===== src/rtl/instr_mem.sv =====
// Instruction memory: one-cycle registered fetch with alignment/range fault reporting.
// Define IMEM_LOAD_EN to add the program-load port and its IDLE/LOAD/FLUSH sequencer.
module instr_mem #(
   parameter int                    ADDR_WIDTH   = 32,
   parameter int                    DATA_WIDTH   = 32,
   parameter int                    DEPTH        = 128,
   parameter logic [DATA_WIDTH-1:0] DEFAULT_WORD = DATA_WIDTH'(32'h08000000)
) (
   input  logic                  clk,
   input  logic                  reset,
   input  logic                  rd_req,
   input  logic [ADDR_WIDTH-1:0] rd_addr,
   output logic [DATA_WIDTH-1:0] rd_data,
   output logic                  rd_valid,
   output logic                  rd_err,
   input  logic                  load_en,
   input  logic [ADDR_WIDTH-1:0] load_addr,
   input  logic [DATA_WIDTH-1:0] load_data,
   output logic                  busy
);

   localparam int                    IDX_W   = $clog2(DEPTH);
   localparam logic [ADDR_WIDTH-1:0] DEPTH_A = ADDR_WIDTH'(DEPTH);

   logic [IDX_W-1:0]      rd_idx;
   logic                  rd_ok;
   logic                  rd_accept;
   logic [DATA_WIDTH-1:0] rd_word;

   logic [DATA_WIDTH-1:0] rd_data_q, rd_data_d;
   logic                  rd_valid_q, rd_valid_d;
   logic                  rd_err_q, rd_err_d;

   assign rd_idx    = rd_addr[IDX_W+1:2];
   assign rd_ok     = (rd_addr[1:0] == 2'b00) && ((rd_addr >> 2) < DEPTH_A);
   assign rd_accept = rd_req && !busy;

`ifdef IMEM_LOAD_EN
   localparam logic [1:0] S_IDLE  = 2'd0;
   localparam logic [1:0] S_LOAD  = 2'd1;
   localparam logic [1:0] S_FLUSH = 2'd2;

   logic [1:0]            state_q, state_d;
   logic [DATA_WIDTH-1:0] mem [DEPTH];
   logic [IDX_W-1:0]      ld_idx;
   logic                  ld_ok;

   assign ld_idx  = load_addr[IDX_W+1:2];
   assign ld_ok   = (load_addr[1:0] == 2'b00) && ((load_addr >> 2) < DEPTH_A);
   assign busy    = load_en || (state_q != S_IDLE);
   assign rd_word = mem[rd_idx];

   // FLUSH keeps fetches off for one cycle after the last load strobe.
   always_comb begin
      state_d = state_q;
      case (state_q)
         S_IDLE:  if (load_en) state_d = S_LOAD;
         S_LOAD:  if (!load_en) state_d = S_FLUSH;
         S_FLUSH: state_d = load_en ? S_LOAD : S_IDLE;
         default: state_d = S_IDLE;
      endcase
   end

   always_ff @(posedge clk) begin
      if (reset) begin
         state_q <= S_IDLE;
      end else begin
         state_q <= state_d;
      end
   end

   // Memory has no reset; a reset edge only suppresses the write.
   always_ff @(posedge clk) begin
      if (!reset && load_en && ld_ok) begin
         mem[ld_idx] <= load_data;
      end
   end
`else
   logic unused_load;

   // Read-only image: each word holds C0DE0000 ORed with its own byte address.
   function automatic logic [DATA_WIDTH-1:0] rom_word(input logic [IDX_W-1:0] idx);
      return DATA_WIDTH'(32'hC0DE0000) | DATA_WIDTH'({idx, 2'b00});
   endfunction

   assign unused_load = ^{load_en, load_addr, load_data};
   assign busy        = 1'b0;
   assign rd_word     = rom_word(rd_idx);
`endif

   always_comb begin
      rd_valid_d = rd_accept;
      rd_data_d  = rd_data_q;
      rd_err_d   = rd_err_q;
      if (rd_accept) begin
         rd_err_d  = !rd_ok;
         rd_data_d = rd_ok ? rd_word : DEFAULT_WORD;
      end
   end

   always_ff @(posedge clk) begin
      if (reset) begin
         rd_data_q  <= DEFAULT_WORD;
         rd_valid_q <= 1'b0;
         rd_err_q   <= 1'b0;
      end else begin
         rd_data_q  <= rd_data_d;
         rd_valid_q <= rd_valid_d;
         rd_err_q   <= rd_err_d;
      end
   end

   assign rd_data  = rd_data_q;
   assign rd_valid = rd_valid_q;
   assign rd_err   = rd_err_q;

endmodule


===== config.mk =====
export PLATFORM = sky130hd
export DESIGN_NAME = instr_mem
export DESIGN_NICKNAME = d
export VERILOG_FILES = /design/src/rtl/instr_mem.sv
export SDC_FILE = /design/constraint.sdc
export NUM_CORES = 1
export LEC_CHECK = 0
export BUFFER_PORTS_ARGS = -buffer_cell sky130_fd_sc_hd__buf_2
export CORE_UTILIZATION = 29
export CTS_BUF_LIST = sky130_fd_sc_hd__clkbuf_4 sky130_fd_sc_hd__clkbuf_8
export DETAILED_ROUTE_END_ITERATION = 7
export PLACE_DENSITY = 0.95
export SYNTH_ARGS = -nofsm -noshare
export SYNTH_HDL_FRONTEND = slang
export SYNTH_SLANG_ARGS = --single-unit
export TNS_END_PERCENT = 30

===== constraint.sdc =====
create_clock -name clk -period 3.72 [get_ports clk]
set_input_delay 0.93 -clock clk [delete_from_list [all_inputs] [get_ports clk]]
set_output_delay 0.93 -clock clk [all_outputs]
set_load 0.01 [all_outputs]

==> impl_results.md <==
- Status: finished, final reports clean
- Final setup skew: 0 ns
- Clk pin slew, worst setup/hold paths: 0.07 ns
- Routed vias/inst: 4.59
- Starting density of the core: 0.306
- Internal power: 188 uW
- Synth top area share: 0.290
- Tot GR Track Use: 0.121
- Vias in the first global route: 539
- Reg2Reg Setup Slack: 2.62 ns
- CP Depth: 4
- Fin. Hold Viols: 0
- Most instantiated library cell after synthesis: buf_4
- Tmin final: 1.91 ns
- CTS tree: yes
- Post-route ant nets: 0
- Clock power share: 0.355
- Post-DR wirelength/cell: 10.6 um
- Sequential cell area fraction in the yosys report: 0.290
- Crit path buf inv count: 1
- Die ar.: 2820 um^2
- Die height: 53.1 um
- Core area: 2480 um^2
- CP Launch Type: input port
- RSZ-0062 raised after global routing: no
- FFs w/ async S/R, synth: 0
- Critical Path Sink: rd_data[27]$_SDFFE_PP1P_
- Antenna violations before repair: 0
- HP Class: flop to flop
- Post-CTS setup buffers: 0
- DRT Pass-1 Iters: 5
- Fin. max-slew vios: 0
- Power Density: 267 nW/um^2
- Max clock buf depth: 2
- DR vias: 703
- DRC viols: 0
- Mapped Cells: 78
- Final WL: 1630 um
- Hold path startpoint: rd_data[5]$_SDFFE_PP0P_
- Biggest area consumer among synthesized cells: dfxtp_1
- # rows: 18
- DRT iter0 DRCs: 9
- Num CTS Buffers: 3
- Setup violators final: 0
- Maximum VDD drop: 172 uV
- Worst Setup SP: rd_req
- R2R Path End: rd_data[30]$_SDFFE_PP0P_
- Synth-to-layout area growth: 25.9%
- Register share of total power: 0.469
- Sw Pwr: 67.2 uW
- Final Hold Slack: 0.488 ns
- Die Wd: 53.1 um
- Setup Crit Path Kind: input port to flop
- Comb power frac: 0.176
- Yosys cell types: 21
- Slew @ Worst Pin: 0.647 ns
- Post-DP HPWL: 1250 um
- Switching share of power: 0.264
- Critical path endpoint category: flop
- Crit-path slowest cell: o41a_1
- Post-synth top cells: buf_4 (24), dfxtp_1 (11), nand2b_1 (7), nand3b_1 (7), o32ai_1 (7)
- Layout cell share with drive strength beyond 1: 0.504
- Fin crit share: 0.512
- N_diodes: 0
- Fmax: 525 MHz
- Worst R2R Path Depth: 2
- Number of port buffers: 52
- First-pass GRT wire length: 2390 um
- Critical path arrival: 2.07 ns
- CP Max Fanout: 12
- Delay-heaviest family, CP: simple AND/OR/NAND/NOR gates
- Worst path max stage delay: 0.44 ns
- Final global-route overflow total: 0
- Post-synth EDFFs: 0
- Largest net degree at the start of global routing: 21
- Avg Synthesized Cell Area: 9.72 um^2
- Post-synthesis register bit count: 11
- Critical-path cell list: buf_2 -> nor4b_4 -> nand4_4 -> o41a_1
- Root Driver: clkbuf_4
- Yosys warns: 0
- IO Pins: 135
- Mapped cell area: 758 um^2
- Hold buffers post-CTS: 0
- Relative slew slack: 0.565
- RR Startpoint: rd_data[30]$_SDFFE_PP0P_
- Placer Congestion: 0.728
- # resized after CTS: 0
- Synth top area cells: dfxtp_1 (29%), buf_4 (24%), o32ai_1 (8.1%)
- Maxcap violations: 0
- Final net count: 224
- Clock latency on the worst-skew pair: 0.27 ns
- Sink Count: 11
- Leakage power: 0.000451 uW
- CP required: 3.88 ns
- Setup TNS: 0 ns
- H-tree depth: 1
- Main flop type after synthesis: dfxtp_1
==> cells by family after synthesis <==
| family | after synthesis | synth area share |
|---|---|---|
| and+or+nand+nor | 29 | 0.333 |
| buffers and inverters | 27 | 0.252 |
| DFF | 11 | 0.290 |
| AOI/OAI and AO/OA | 10 | 0.119 |
| other | 1 | 0.00495 |
==> layer usage <==
metal  up-vias  share of wire  GRT usage
met1       303           0.42      0.158
met5         -              0          0
met3         0           0.12     0.0517
met2        66           0.45      0.177
met4         0              0     0.0351
li1        334              -          -
==> worst min-delay path by stage <==
stage	endpoint	slack [ns]	cells after the start
after floorplan	rd_data[2]$_SDFFE_PP0P_	0.51	2
after global placement	rd_data[4]$_SDFFE_PP0P_	0.47	2
after detailed placement	rd_data[5]$_SDFFE_PP0P_	0.47	2
after CTS	rd_data[5]$_SDFFE_PP0P_	0.49	2
after global routing	rd_data[5]$_SDFFE_PP0P_	0.51	2
final	rd_data[5]$_SDFFE_PP0P_	0.49	2
==> cells in the final DEF, fill, tap and decap left out, types with 2 or more instances in the layout <==
cell type and n:
buf_2 52, clkbuf_4 4, conb_1 17, dfxtp_1 11, nand2b_1 7, nand3b_1 7
nor2_1 3, nor4_1 2, nor4_4 2, o32ai_1 7
==> worst register-to-register path, delay by kind of cell (launching register included) <==
kind / cells / cell delay [ns]
and+or+nand+nor: 1 / 0.47
DFF: 1 / 0.47
AOI/OAI and AO/OA: 1 / 0.07
==> area by class of cell <==
| cell class | instances | area [um^2] |
|---|---|---|
| Fill cell | 251 | 1520 |
| Clock buffer | 4 | 30.0 |
| Tap cell | 30 | 37.5 |
| Sequential cell | 11 | 220 |
| Timing Repair Buffer | 52 | 260 |
| Multi-Input combinational cell | 56 | 407 |
==> sequential cells by signal, indices dropped and copies added (netlist names) <==
| register | flops |
|---|---|
| rd_data | 9 |
| rd_valid | 1 |
| rd_err | 1 |
==> per-stage QoR <==
step	utilization	std cells	total power [uW]	setup WS (ns)	instance area [um^2]
2_1_floorplan	-	94	156	1.78	818
3_3_place_gp	0.373	149	166	1.53	925
3_5_place_dp	0.373	149	167	1.53	925
4_1_cts	0.385	153	257	1.82	955
5_1_grt	0.385	153	270	1.72	955
6_report	0.385	153	255	1.81	955
==> power groups by stage <==
stage	clock network (uW)	logic, uW	registers (uW)
after floorplan	0	32.8	123
after global placement	0	44.0	122
after detailed placement	0	44.8	122
after CTS	93.0	44.9	119
after global routing	101	49.6	120
final	90.6	44.9	120
Power figures use the tool's default switching activity.
